<file path="config.mk">
export PLATFORM = sky130hd
export DESIGN_NAME = bin2bcd_fixed_seq
export DESIGN_NICKNAME = d
export VERILOG_FILES = /design/src/rtl/bin2bcd_fixed_seq.sv
export SDC_FILE = /design/constraint.sdc
export NUM_CORES = 1
export LEC_CHECK = 0
export ABC_CLOCK_PERIOD_IN_PS = 7700
export BUFFER_PORTS_ARGS = -buffer_cell sky130_fd_sc_hd__buf_4
export CORE_ASPECT_RATIO = 0.5
export CORE_MARGIN = 1.5
export CORE_UTILIZATION = 30
export CTS_CLUSTER_SIZE = 16
export DETAILED_ROUTE_END_ITERATION = 8
export PLACE_DENSITY_LB_ADDON = 0.2
export SLEW_MARGIN = 20
export SYNTH_ARGS = -nofsm -noshare
export SYNTH_HDL_FRONTEND = slang
export SYNTH_SLANG_ARGS = --single-unit
export TNS_END_PERCENT = 20
</file>
<file path="constraint.sdc">
create_clock -name clk -period 7.7 [get_ports clk]
set_input_delay 1.54 -clock clk [delete_from_list [all_inputs] [get_ports clk]]
set_output_delay 1.54 -clock clk [all_outputs]
set_load 0.01 [all_outputs]
</file>
<file path="src/rtl/bin2bcd_fixed_seq.sv">
// Sequential signed fixed-point to BCD converter (double dabble, one bit per clock).
// Converts |acc_int|*10^FRAC_DIGITS + frac and reports sign, overflow and fraction-range flags.
module bin2bcd_fixed_seq #(
  parameter int INT_W       = 8,
  parameter int FRAC_W      = 7,
  parameter int FRAC_DIGITS = 2,
  parameter int INT_DIGITS  = 3,
  localparam int NDIG       = INT_DIGITS + FRAC_DIGITS,
  localparam int MAG_W      = INT_W + 4*FRAC_DIGITS
) (
  input  logic              clk,
  input  logic              rst,
  input  logic              in_valid,
  output logic              in_ready,
  input  logic [INT_W-1:0]  acc_int,
  input  logic [FRAC_W-1:0] frac,
  output logic              out_valid,
  input  logic              out_ready,
  output logic [4*NDIG-1:0] bcd,
  output logic              sign,
  output logic              ovf,
  output logic              frac_err
);

  function automatic int unsigned pow10(input int n);
    int unsigned p;
    p = 1;
    for (int i = 0; i < n; i++) p = p * 10;
    return p;
  endfunction

  localparam int unsigned     FRAC_SCALE = pow10(FRAC_DIGITS);
  localparam logic [FRAC_W-1:0] FRAC_MAX = FRAC_W'(FRAC_SCALE - 1);
  localparam int              CNT_W      = $clog2(MAG_W + 1);

  typedef enum logic [1:0] {IDLE, LOAD, SHIFT, DONE} state_t;

  state_t              state_reg, state_next;
  logic [INT_W-1:0]    int_reg;
  logic [FRAC_W-1:0]   frac_reg;
  logic [MAG_W-1:0]    mag_reg;
  logic [4*NDIG-1:0]   bcd_reg;
  logic [CNT_W-1:0]    cnt_reg;
  logic                sign_reg, ovf_reg, frac_err_reg;

  logic                frac_over;
  logic [INT_W:0]      int_ext, abs_int;
  logic [MAG_W-1:0]    mag_load;
  logic [4*NDIG-1:0]   bcd_adj;

  assign frac_over = 32'(frac) >= FRAC_SCALE;

  // One extra bit so the most negative integer has an exact magnitude
  assign int_ext  = {int_reg[INT_W-1], int_reg};
  assign abs_int  = int_ext[INT_W] ? (~int_ext + (INT_W+1)'(1)) : int_ext;
  assign mag_load = MAG_W'(abs_int) * MAG_W'(FRAC_SCALE) + MAG_W'(frac_reg);

  genvar gi;
  generate
    for (gi = 0; gi < NDIG; gi++) begin : g_adj
      assign bcd_adj[4*gi +: 4] = (bcd_reg[4*gi +: 4] >= 4'd5) ?
                                  bcd_reg[4*gi +: 4] + 4'd3 : bcd_reg[4*gi +: 4];
    end
  endgenerate

  always_ff @(posedge clk) begin
    if (rst) state_reg <= IDLE;
    else     state_reg <= state_next;
  end

  always_comb begin
    state_next = state_reg;
    in_ready   = 1'b0;
    out_valid  = 1'b0;
    case (state_reg)
      IDLE: begin
        in_ready = 1'b1;
        if (in_valid) state_next = LOAD;
      end
      LOAD: state_next = SHIFT;
      SHIFT: begin
        if (cnt_reg == CNT_W'(1)) state_next = DONE;
      end
      DONE: begin
        out_valid = 1'b1;
        if (out_ready) state_next = IDLE;
      end
      default: state_next = IDLE;
    endcase
  end

  always_ff @(posedge clk) begin
    if (rst) begin
      int_reg      <= '0;
      frac_reg     <= '0;
      mag_reg      <= '0;
      bcd_reg      <= '0;
      cnt_reg      <= '0;
      sign_reg     <= 1'b0;
      ovf_reg      <= 1'b0;
      frac_err_reg <= 1'b0;
    end else begin
      case (state_reg)
        IDLE: begin
          if (in_valid) begin
            int_reg      <= acc_int;
            frac_reg     <= frac_over ? FRAC_MAX : frac;
            sign_reg     <= acc_int[INT_W-1];
            frac_err_reg <= frac_over;
            ovf_reg      <= 1'b0;
          end
        end
        LOAD: begin
          mag_reg <= mag_load;
          bcd_reg <= '0;
          cnt_reg <= CNT_W'(MAG_W);
        end
        SHIFT: begin
          // A carry out of the top digit means the value needs more digits than we keep
          bcd_reg <= {bcd_adj[4*NDIG-2:0], mag_reg[MAG_W-1]};
          mag_reg <= mag_reg << 1;
          cnt_reg <= cnt_reg - CNT_W'(1);
          if (bcd_adj[4*NDIG-1]) ovf_reg <= 1'b1;
        end
        default: ;
      endcase
    end
  end

  assign bcd      = bcd_reg;
  assign sign     = sign_reg;
  assign ovf      = ovf_reg;
  assign frac_err = frac_err_reg;

endmodule

</file>
== Word-level counts from Yosys, hierarchy flattened ==
Index checks and enable logic that the tools add are counted.

* Add/subtract/negate cells: 8
* $mul: 1
* $lt $le $gt $ge: 6
* Equality and inequality tests: 8
* Muxes and demuxes: 19
* Bitwise logic cells: 1
* Reductions and logical operators: 6

{| class="wikitable"
|+ Operator list
! operator !! number
|-
| $pmux 20 s2 || 1
|-
| $pmux 16 s2 || 1
|-
| $add 4x2->4 const B || 5
|-
| $ge 4x3->1 const B || 5
|-
| $mux 4 || 5
|-
| $add 16x7->16 || 1
|-
| $mul 9x5->14 const B || 1
|-
| $pmux 5 s2 || 1
|-
| $add 9x1->9 const B || 1
|-
| $mux 9 || 1
|-
| $not 9->9 || 1
|-
| $ne 2x2->1 const B || 4
|-
| $pmux 2 s4 || 1
|-
| $ge 7x7->1 const B || 1
|-
| $mux 7 || 1
|-
| $mux 2 || 3
|-
| $reduce_and 3->1 || 2
|-
| $eq 5x1->1 const B || 1
|-
| $sub 5x1->5 const B || 1
|-
| $eq 2x2->1 const B || 2
|-
| $mux 1 || 4
|-
| $reduce_bool 2->1 || 2
|-
| $eq 2x1->1 const B || 1
|-
| $logic_not 2->1 || 1
|-
| 2 further kinds || 2
|}

* Register bits: 61
* Input port bits: 19
* Output and inout port bits: 25

== Depth between registers and ports, before layout ==
Gate-level depths: netlist (run 1).

* Word-level depth: 6
* Gate-level depth with buffers: 18

== Worst setup path before layout (run 1) ==
OpenSTA, ideal clock, no wires.

* Kind: register -> register
* Start: reg int_reg[0]
* End: reg mag_reg[15]
* Library setup time: 83 ps
* Arrival: 4,284 ps
* Path slack: 3,333 ps
* Cell stages (with the launch flop): 17
* Buffers on the path: 1
* Clock period less this slack: 4,367 ps
* Cells stage by stage: dfxtp_1 or3_1 o31ai_1 xnor2_1 ha_1 ha_1 inv_1 fa_1 inv_1 ha_1 buf_4 o21ai_1 a2111oi_2 a311oi_1 or4b_4 or4_1 o221ai_1

* Cells in the longest elaborated chain, start to end: 6

{| class="wikitable"
|+ RTL lines
! element !! RTL line !! source
|-
| start, declared || 39 || <nowiki>logic [INT_W-1:0] int_reg;</nowiki>
|-
| start signal, assigned || 106 || <nowiki>int_reg <= acc_int;</nowiki>
|-
| $not 9->9 || 55 || <nowiki>assign abs_int = int_ext[INT_W] ? (~int_ext + (INT_W+1)'(1)) : int_ext;</nowiki>
|-
| $add 9x1->9 || 55 ||
|-
| $mux 9 (*) || 55 ||
|-
| $mul 9x5->14 (*) || 56 || <nowiki>assign mag_load = MAG_W'(abs_int) * MAG_W'(FRAC_SCALE) + MAG_W'(frac_reg);</nowiki>
|-
| $add 16x7->16 (*) || 56 ||
|-
| $pmux 16 s2 (*) || 103 || <nowiki>case (state_reg)</nowiki>
|-
| end signal, assigned || 114 || <nowiki>mag_reg <= mag_load;</nowiki>
|-
| end signal, assigned || 121 || <nowiki>mag_reg <= mag_reg << 1;</nowiki>
|-
| end, declared || 41 || <nowiki>logic [MAG_W-1:0] mag_reg;</nowiki>
|}

Mark *: on every way between the ends. The rest lies on a longest branch, timed or not.
A chain may end at the register's enable or synchronous reset.

== Worst setup path after layout (run 1) ==
Same ends and word-level chain as after synthesis.

==> results of run 1 <==
==> critical path, delay by kind of cell, from the launching register on <==
| family | cells | cell delay (ns) |
|---|---|---|
| fa+ha+maj | 4 | 1.48 |
| simple gates | 3 | 1.41 |
| compound gates | 5 | 1.05 |
| flops | 1 | 0.37 |
| xor+xnor | 1 | 0.22 |
| buf+inv | 2 | 0.09 |
==> stage by stage <==
step | setup slack, ns | hold slack [ns] | instances
detailed placement | 2.986 | 0.4526 | 748
global placement | 3.091 | 0.4431 | 748
floorplan | 3.333 | 0.4360 | 531
global route | 2.701 | 0.4691 | 764
CTS | 2.972 | 0.4596 | 764
finish | 3.011 | 0.4584 | 764
==> power groups by stage <==
stage | clock (uW) | sequential, uW | combinational (uW)
3_5_place_dp | 0 | 406 | 801
3_3_place_gp | 0 | 405 | 797
2_1_floorplan | 0 | 397 | 627
5_1_grt | 433 | 409 | 916
6_report | 409 | 400 | 793
4_1_cts | 419 | 401 | 809
==> worst max path at each step <==
stage                                        from  slack [ns]                  endpoint  depth (start not counted)
after floorplan           int_reg[0]$_SDFFE_PP0P_        3.33  mag_reg[15]$_SDFFE_PP0P_                         16
after global placement    int_reg[0]$_SDFFE_PP0P_        3.09  mag_reg[15]$_SDFFE_PP0P_                         15
after detailed placement  int_reg[0]$_SDFFE_PP0P_        2.99  mag_reg[15]$_SDFFE_PP0P_                         15
after CTS                 int_reg[0]$_SDFFE_PP0P_        2.97  mag_reg[15]$_SDFFE_PP0P_                         15
after global routing      int_reg[0]$_SDFFE_PP0P_        2.70  mag_reg[15]$_SDFFE_PP0P_                         15
final                     int_reg[0]$_SDFFE_PP0P_        3.01  mag_reg[15]$_SDFFE_PP0P_                         15
==> cell families after synthesis <==
group           after synthesis
xor+xnor                     25
simple gates                177
other cells                   2
buf+inv                      63
flops                        60
compound gates              140
fa+ha+maj                    57
mux                           6
==> final cells by class <==
type	instances	area [um^2]	share of cell area [%]
timing repair buffer	46	345.3	6.822
multi-input combinational	408	2815	55.61
clock buffer	10	239.0	4.721
sequential	60	1201	23.73
inverter	42	157.7	3.114
tap	192	240.2	4.745
clock inverter	6	63.81	1.261
==> synthesized netlist by cell type, drive strengths merged, types with 4 or more instances <==
| cell | instances |
|---|---|
| nand2b | 15 |
| o311ai | 7 |
| mux2i | 4 |
| nor3b | 5 |
| fa | 5 |
| a211oi | 8 |
| xor2 | 8 |
| a21oi | 47 |
| and3 | 8 |
| nand2 | 56 |
| inv | 41 |
| a21o | 4 |
| a31oi | 4 |
| o21ai | 25 |
| o21bai | 4 |
| xnor2 | 17 |
| nor3 | 9 |
| nor2b | 4 |
| dfxtp | 60 |
| or3 | 6 |
| clkbuf | 19 |
| a22oi | 17 |
| nor2 | 54 |
| ha | 52 |
==> cells in the final DEF, fill, tap and decap left out, types with 3 or more instances in the layout <==
| cell type | count |
|---|---|
| ha_1 | 52 |
| nand2b_1 | 15 |
| xor2_1 | 8 |
| a21oi_1 | 47 |
| dfxtp_1 | 60 |
| nor3_1 | 9 |
| o21ai_0 | 24 |
| o311ai_0 | 6 |
| a211oi_1 | 8 |
| nor2b_1 | 4 |
| nor3b_1 | 5 |
| a22oi_1 | 17 |
| fa_1 | 5 |
| o211ai_1 | 3 |
| o21bai_1 | 4 |
| nor2_1 | 54 |
| clkbuf_16 | 9 |
| a21o_1 | 3 |
| a311oi_1 | 3 |
| buf_4 | 46 |
| nand4b_1 | 3 |
| a31oi_1 | 4 |
| xnor2_1 | 17 |
| inv_1 | 41 |
| mux2i_1 | 4 |
| and3_1 | 8 |
| or3_1 | 6 |
| nand2_1 | 56 |
| conb_1 | 3 |
| o221ai_1 | 3 |
==> per-layer routing <==
layer,vias up,share of wire (%),track usage (%)
met5,-,0,0
met4,0,1.2,4.545
met3,10,3.4,3.271
met2,39,41,21.02
met1,1610,55,18.35
li1,1940,-,-
==> impl_metrics.tcl, run 1 <==
set metrics [dict create \
    status "completed" \
    hold-path-cell-count 2 \
    period_share_pct 60.90 \
    place_area_um2 4760 \
    finalHoldViolations 0 \
    p_comb_share_pct 49.5 \
    slowest_delay_ns 0.57 \
    cts_setup_buffers 0 \
    rsz0062_at_grt "false" \
    cts_root_buf "clkbuf_16" \
    synth_adder_area_share_pct 17.60 \
    path_clk_slew_ns 0.05 \
    yosysWarningCount 0 \
    gp_congestion 0.7717 \
    postLayoutCoreUtil_pct 36.95 \
    critical_path_peak_fanout 8 \
    synth-edff-count 0 \
    grt_pass1_vias 3423 \
    crit_path_start_kind "flop" \
    required_ns 7.95 \
    cts.path.max_buffers 2 \
    drt_iter0_markers 197 \
    clkPwrFrac_pct 25.5 \
    slew-limit-headroom_pct 44.40 \
    numCtsBuffers 9 \
    routed_wl_um 9420 \
    r2r-start "int_reg[0]$_SDFFE_PP0P_" \
    synth-compound-area-share_pct 21.38 \
    synth_area_per_cell_um2 8.050 \
    drc 0 \
    yosysUniqueCellTypes 60 \
    p_switching_uw 673.4 \
    fin_setup_tns_ns 0 \
    final_max_slew_viol_count 0 \
    viasPerCell 4.711 \
    ys_async_sr_fraction_pct 0 \
    power_leakage_uw 0.002113 \
    diodes 0 \
    end_kind "flop" \
    ys.flop_type "dfxtp_1" \
    r2r-end "mag_reg[15]$_SDFFE_PP0P_" \
    finalCriticalPeriod_ns 4.689 \
    cap_violations 0 \
    ff2ff_setup_slack_ns 3.01 \
    design_area_um2 5062 \
    cp.arrival_ns 4.94 \
    holdCritStartpoint "frac_err$_SDFFE_PP0P_" \
    crit_top_cell "ha_1" \
    grtUsageTotal_pct 13.53 \
    fmax_mhz 213.3 \
    holdPathEnd "frac_err$_SDFFE_PP0P_" \
    seqPwrFrac_pct 25.0 \
    drive_gt1_share_pct 12.94 \
    die_area_um2 14990 \
    hp-class "reg2reg" \
    powerDensity_nw_per_um2 316.5 \
    area_growth_pct 18.65 \
    crit_chain "or3_1, o31ai_1, xnor2_1, ha_1, ha_1, inv_1, fa_1, inv_1, ha_1, o21ai_1, a2111oi_2, a311oi_1, or4b_4, or4_1, o221ai_1" \
    fillerInstances 1451 \
    die_w_um 171.7 \
    ctsHtreeMaxLevel 3 \
    cts_resized 0 \
    io_buffers 43 \
    hold_buffers 0 \
    yosysTopAreaCell "dfxtp_1" \
    floorplan.initialDensity_pct 31.14 \
    cts_sinks 60 \
    fin_skew_ns 0.006987 \
    dpl.hpwl_um 6806 \
    setup_viol 0 \
    ys_ff_latch 60 \
    synth_top_family_by_area "compound AO/OA/AOI/OAI gates" \
    synth.mux.area_fraction_pct 1.466 \
    synth_top_area_share_pct 28.15 \
    yosys-top-cells-area "dfxtp_1, ha_1, a21oi_1" \
    slowest_stage "or4b_4" \
    netlist_instances 530 \
    via_count 3599 \
    ys_seq_area_share_pct 28.15 \
    grt_overflow_total 0 \
    max_slew.worst_pin.slew_ns 0.8335 \
    swShare_pct 42.03 \
    power.internal_uw 928.6 \
    grt_start_max_net_pins 64 \
    antenna_found_initial 0 \
    yosys.area_share.simple_pct 20.15 \
    antenna_left 0 \
    wl_per_cell_um 12.33 \
    top_level_ports 44 \
    syn_area_um2 4267 \
    die_h_um 87.33 \
    ir_drop_mv 0.1261 \
    grt_pass1_wl_um 16150 \
    p_total_uw 1602 \
    critPathKind "reg2reg" \
    core_um2 13700 \
    nets 643 \
    cts_tree "yes" \
    clock_latency_ns 0.33 \
    largest_reg_flops 20 \
    dr.pass1.iters 4 \
    r2r_cells 15 \
    synth_xor_area_share_pct 5.132 \
    rows 30 \
]
(Power assumes the default switching activity.)
==> run 2, diff against run 1 <==
--- a/config.mk
+++ b/config.mk
@@ -5,7 +5,7 @@
 export SDC_FILE = /design/constraint.sdc
 export NUM_CORES = 1
 export LEC_CHECK = 0
-export ABC_CLOCK_PERIOD_IN_PS = 7700
+export ABC_CLOCK_PERIOD_IN_PS = 4000
 export BUFFER_PORTS_ARGS = -buffer_cell sky130_fd_sc_hd__buf_4
 export CORE_ASPECT_RATIO = 0.5
 export CORE_MARGIN = 1.5
==> constraint.sdc (replaced) <==
create_clock -name clk -period 4 [get_ports clk]
set_input_delay 0.8 -clock clk [delete_from_list [all_inputs] [get_ports clk]]
set_output_delay 0.8 -clock clk [all_outputs]
set_load 0.01 [all_outputs]
==> run 2 against run 1 <==
The flow now finishes with violations (negative setup slack). Sequential power rose by 92%. Sequential cell count did not move. Non-clock buffer count rose by 49. Worst hold slack improved by 0.0020 ns. Maximum frequency rose by 12%. Routed wire length rose by 7.1%. Combinational power rose to 2.7 times the previous value. First-iteration DRC count fell by 21%. Clock skew fell by 0.0015 ns. Clock power rose by 75%. Core utilization rose by 4.9 points. Final cell count rose by 6.4%. Highest routed layer unchanged.
==> impl_metrics.tcl, run 2 (synthesis results as in run 1) <==
set metrics [dict create \
    cpLargestDelayFamily "adder cells" \
    antenna_left 0 \
    via_count 3912 \
    rows 30 \
    core_um2 13700 \
    crit_cells 19 \
    fin_setup_tns_ns -0.4652 \
    crit_top_cell "inv_2" \
    die_area_um2 14990 \
    drive_gt1_share_pct 26.89 \
    crit_chain "buf_4, inv_2, ha_4, nand2b_4, o21ai_4, xnor2_2, ha_1, ha_1, inv_2, fa_1, inv_2, ha_4, o21ai_4, a2111oi_4, a311oi_2, or4b_4, buf_6, or4_4, o211ai_1" \
    postLayoutCoreUtil_pct 41.81 \
    slew-limit-headroom_pct 40.64 \
    floorplan.initialDensity_pct 31.14 \
    cp.arrival_ns 4.44 \
    dr.pass1.iters 4 \
    violations "negative setup slack" \
    ff2ff_setup_slack_ns -0.19 \
    cts_root_buf "clkbuf_16" \
    required_ns 4.25 \
    register_area_um2 1206 \
    grt_pass1_wl_um 16640 \
    hold_buffers 0 \
    p_total_uw 3660 \
    worstSetupStartpoint "int_reg[0]$_SDFFE_PP0P_" \
    grtUsageTotal_pct 13.93 \
    r2r_cells 19 \
    worstSetupEndpoint "mag_reg[13]$_SDFFE_PP0P_" \
    grt_pass1_vias 3576 \
    period_share_pct 104.8 \
    drt_iter0_markers 156 \
    setup_viol 3 \
    r2r-start "int_reg[0]$_SDFFE_PP0P_" \
    drc 0 \
    mostFrequentLayoutCells "buf_4, dfxtp_1, nand2_1" \
    routed_wl_um 10090 \
    critPathKind "reg2reg" \
    nets 692 \
    ctsHtreeMaxLevel 3 \
    r2r-end "mag_reg[13]$_SDFFE_PP0P_" \
    mostFrequentLayoutCell "buf_4" \
    hp-class "reg2reg" \
    finalHoldViolations 0 \
    die_w_um 171.7 \
    cts_sinks 60 \
    area_growth_pct 34.25 \
    largest_reg_flops 20 \
    wl_per_cell_um 12.41 \
    io_buffers 43 \
    fin_skew_ns 0.005495 \
    critical_path_peak_fanout 5 \
    end_kind "flop" \
    cts_tree "yes" \
    dpl.hpwl_um 7303 \
    fmax_mhz 238.6 \
    diodes 0 \
    numCtsBuffers 9 \
    crit_path_start_kind "flop" \
    rsz0062_at_grt "true" \
    antenna_found_initial 0 \
    power_leakage_uw 0.002442 \
    ir_drop_mv 0.2097 \
    powerDensity_nw_per_um2 639.0 \
    multiInputGateArea_um2 3129 \
    max_slew.worst_pin.slew_ns 0.8899 \
    gp_congestion 0.7586 \
    status "complete, but fails checks" \
    slowest_delay_ns 0.54 \
    die_h_um 87.33 \
    cap_violations 0 \
    cp_num_buf_inv 5 \
    final_max_slew_viol_count 0 \
    slowest_stage "or4b_4" \
    cts.path.max_buffers 2 \
    viasPerCell 4.812 \
    path_clk_slew_ns 0.06 \
    finalCriticalPeriod_ns 4.192 \
    finalWorstSetupSlack_ns -0.1919 \
    top_level_ports 44 \
    clock_latency_ns 0.33 \
    fillerInstances 1396 \
    grt_start_max_net_pins 64 \
    grt_overflow_total 0 \
]
## run 2: how the worst min path moves through the flow
stage	cells past startpoint	start	end	slack, ns
after global placement	2	frac_err$_SDFFE_PP0P_	frac_err$_SDFFE_PP0P_	0.44
after detailed placement	2	mag_reg[9]$_SDFFE_PP0P_	mag_reg[9]$_SDFFE_PP0P_	0.45
after floorplan	2	mag_reg[10]$_SDFFE_PP0P_	mag_reg[10]$_SDFFE_PP0P_	0.44
final	2	mag_reg[9]$_SDFFE_PP0P_	mag_reg[9]$_SDFFE_PP0P_	0.46
after CTS	2	mag_reg[9]$_SDFFE_PP0P_	mag_reg[9]$_SDFFE_PP0P_	0.46
after global routing	2	frac_err$_SDFFE_PP0P_	frac_err$_SDFFE_PP0P_	0.47
## run 2: worst min-delay path, stage by stage (launching register included)
cell and delay, ns:
dfxtp_1 0.31, nand2_1 0.06, a21oi_1 0.05
## run 2: layout make-up
cell class              instances  area share [%]
multi-input cells             408           54.63
flip-flops and latches         60           21.06
inverters                      42           2.752
well taps                     192           4.194
clock buffers                   9           3.932
clock inverters                 7          0.9174
repair buffers                 95           12.52
## run 2: metal layers
layer | track usage, % | vias up | share of wire, %
met4 | 2.791 | 0 | 0.69
met3 | 3.726 | 8 | 2.9
met1 | 18.41 | 1805 | 52
li1 | - | 2050 | -
met2 | 22.86 | 49 | 44
met5 | 0 | - | 0
## run 2: where the power goes
group          leakage, uW  switching (uW)  internal [uW]  total, uW
sequential        0.000490            65.8            702        768
clock             0.000136             293            421        714
combinational      0.00182            1150           1030       2180
total              0.00244            1510           2150       3660
## run 2: metrics by stage
step                      hold slack [ns]  cells  worst slack (ns)  area [um^2]
final                              0.4604    813           -0.1919         5728
after global routing               0.4723    813           -0.3960         5728
after CTS                          0.4617    809           -0.2673         5589
after detailed placement           0.4535    793           -0.3640         5299
after global placement             0.4429    793           -0.3300         5299
after floorplan                    0.4360    531          0.002656         4476
## run 2: timing repair
| action | 4_1_cts | 5_1_grt |
|---|---|---|
| hold endpoints to repair | 0 | 0 |
| resized for setup | 3 | 21 |
| setup buffers | 0 | 4 |
| setup endpoints to repair | 5 | 7 |
| pin swaps | 0 | 20 |
==> run 3, diff against run 2 <==
--- a/config.mk
+++ b/config.mk
@@ -7,12 +7,12 @@
 export LEC_CHECK = 0
 export ABC_CLOCK_PERIOD_IN_PS = 4000
 export BUFFER_PORTS_ARGS = -buffer_cell sky130_fd_sc_hd__buf_4
-export CORE_ASPECT_RATIO = 0.5
 export CORE_MARGIN = 1.5
 export CORE_UTILIZATION = 30
 export CTS_CLUSTER_SIZE = 16
 export DETAILED_ROUTE_END_ITERATION = 8
 export PLACE_DENSITY_LB_ADDON = 0.2
+export REMOVE_ABC_BUFFERS = 1
 export SLEW_MARGIN = 20
 export SYNTH_ARGS = -nofsm -noshare
 export SYNTH_HDL_FRONTEND = slang
==> run 3 against run 2 <==
The run still ends with negative setup slack left. Routed wire length up 0.25%. Largest cell class unchanged. Sequential power down 1%. Worst hold slack worse by 0.0044 ns. Largest power group unchanged. Core utilization down 0.69 points.
==> impl_metrics.tcl, run 3 (synthesis results as in run 1) <==
set metrics [dict create \
    finalHoldViolations 0 \
    die_h_um 122.3 \
    design_area_um2 5708 \
    finalCriticalPeriod_ns 4.162 \
    diodes 0 \
    holdCritStartpoint "mag_reg[9]$_SDFFE_PP0P_" \
    final_max_slew_viol_count 0 \
    p_comb_share_pct 58.3 \
    power_leakage_uw 0.002396 \
    nets 692 \
    place_area_um2 5090 \
    ctsHtreeMaxLevel 3 \
    power.internal_uw 2231 \
    antenna_found_initial 0 \
    viasPerCell 4.926 \
    die_area_um2 14950 \
    slew-limit-headroom_pct 43.18 \
    core_um2 13880 \
    violations "negative setup slack" \
    r2r-start "int_reg[1]$_SDFFE_PP0P_" \
    cts.path.max_buffers 2 \
    antenna_left 0 \
    slowest_stage "or4b_2" \
    hold-path-cell-count 2 \
    top_level_ports 44 \
    crit_cells 12 \
    numCtsBuffers 9 \
    postLayoutCoreUtil_pct 41.12 \
    wl_per_cell_um 12.62 \
    io_buffers 43 \
    cts_root_buf "clkbuf_16" \
    dr.pass1.iters 4 \
    fmax_mhz 240.3 \
    cts_sinks 60 \
    cap_violations 0 \
    cts_tree "yes" \
    critPathKind "reg2reg" \
    period_share_pct 104.1 \
    grt_pass1_vias 3820 \
    critical_path_peak_fanout 6 \
    met2_length_um 4825 \
    mostFrequentLayoutCells "buf_4, dfxtp_1, nand2_1" \
    routed.top_layer "met4" \
    crit_top_cell "ha_4" \
    crit_chain "or3_4, or4b_2, inv_1, ha_1, ha_4, ha_4, ha_4, a2111oi_4, a311oi_2, or4b_4, or4_1, o221ai_1" \
    grtUsageTotal_pct 14.39 \
    dpl.hpwl_um 7205 \
    holdPathEnd "mag_reg[9]$_SDFFE_PP0P_" \
    cp.arrival_ns 4.41 \
    grt_overflow_total 0 \
    p_switching_uw 1476 \
    drive_gt1_share_pct 25.12 \
    r2r_cells 12 \
    finalWorstSetupSlack_ns -0.1622 \
    fin_skew_ns 0.006368 \
    wl_met1_um 4837 \
    max_slew.worst_pin.slew_ns 0.8518 \
    seqPwrFrac_pct 20.5 \
    drt_iter0_markers 164 \
    required_ns 4.25 \
    r2r-end "mag_reg[15]$_SDFFE_PP0P_" \
    ir_drop_mv 0.3087 \
    hold_buffers 0 \
    dr_wl_met3_um 323 \
    powerDensity_nw_per_um2 649.6 \
    mostFrequentLayoutCell "buf_4" \
    fillerInstances 1423 \
    clkPwrFrac_pct 21.2 \
    grt_start_max_net_pins 64 \
    hp-class "reg2reg" \
    largest_reg_flops 20 \
    gp_congestion 0.7877 \
    area_growth_pct 33.78 \
    ff2ff_setup_slack_ns -0.16 \
    clock_latency_ns 0.34 \
    floorplan.initialDensity_pct 30.74 \
    via_count 3946 \
    cpLargestDelayFamily "simple AND/OR/NAND/NOR gates" \
    layoutNonFillerInstCount 801 \
    rsz0062_at_grt "true" \
    placed_cells 782 \
    drc 0 \
    status "complete, but fails checks" \
    holdWs_ns 0.4560 \
    slowest_delay_ns 0.67 \
    rows 43 \
    path_clk_slew_ns 0.05 \
    end_kind "flop" \
    fin_setup_tns_ns -0.3593 \
    die_w_um 122.3 \
    cp_num_buf_inv 1 \
    crit_path_start_kind "flop" \
    setup_viol 3 \
    grt_pass1_wl_um 17200 \
    swShare_pct 39.82 \
    routed_wl_um 10110 \
]
-- run 3: changes by cell type in the layout (fill, tap and decap cells not counted), sizes merged --
cell    delta
bufinv     +1
clkbuf     +3
clkinv     -3
inv        -1
-- run 3: final cells by class --
| class | instances | area [um^2] | share of cell area [%] |
|---|---|---|---|
| inverters | 42 | 157.7 | 2.762 |
| well taps | 180 | 225.2 | 3.946 |
| multi-input cells | 408 | 3097 | 54.25 |
| clock buffers | 12 | 256.5 | 4.494 |
| clock inverters | 4 | 47.55 | 0.8330 |
| flip-flops and latches | 60 | 1204 | 21.09 |
| repair buffers | 95 | 720.7 | 12.63 |
-- run 3: timing repair --
action | 4_1_cts | 5_1_grt
setup endpoints to repair | 6 | 7
setup buffers | 2 | 1
pin swaps | 9 | 7
gates resized for setup | 32 | 13
-- run 3: per-stage QoR --
step           power (uW)  setup slack [ns]
2_1_floorplan        1917           -0.4006
3_3_place_gp         2586           -0.3305
3_5_place_dp         2632           -0.4122
4_1_cts              3656           -0.1621
5_1_grt              4027           -0.2973
6_report             3708           -0.1622
-- run 3: worst max-delay path by stage --
| stage | start | endpoint | slack (ns) |
|---|---|---|---|
| 3_5_place_dp | int_reg[0]$_SDFFE_PP0P_ | mag_reg[15]$_SDFFE_PP0P_ | -0.41 |
| 3_3_place_gp | int_reg[0]$_SDFFE_PP0P_ | mag_reg[15]$_SDFFE_PP0P_ | -0.33 |
| 5_1_grt | int_reg[1]$_SDFFE_PP0P_ | mag_reg[15]$_SDFFE_PP0P_ | -0.30 |
| 2_1_floorplan | int_reg[0]$_SDFFE_PP0P_ | mag_reg[15]$_SDFFE_PP0P_ | -0.40 |
| 6_report | int_reg[1]$_SDFFE_PP0P_ | mag_reg[15]$_SDFFE_PP0P_ | -0.16 |
| 4_1_cts | int_reg[1]$_SDFFE_PP0P_ | mag_reg[15]$_SDFFE_PP0P_ | -0.16 |
-- run 3: worst register-to-register path, cell delays in order (launching register included) --
cell and delay [ns]:
dfxtp_2 0.32, or3_4 0.41, or4b_2 0.67, inv_1 0.12, ha_1 0.28, ha_4 0.27, ha_4 0.24, ha_4 0.27
a2111oi_4 0.29, a311oi_2 0.08, or4b_4 0.57, or4_1 0.41, o221ai_1 0.14
-- run 3: power by group through the flow --
stage / clock network [uW] / logic [uW] / registers (uW)
after global placement: 0 / 1820 / 766
after floorplan: 0 / 1150 / 764
after detailed placement: 0 / 1860 / 769
after CTS: 813 / 2080 / 760
after global routing: 844 / 2410 / 772
final: 787 / 2160 / 758
-- run 3: metal layers --
metal / up-vias / global-route usage (%)
met5: - / 0
met3: 10 / 4.275
li1: 2044 / -
met1: 1839 / 17.88
met2: 53 / 23.88
met4: 0 / 4.578
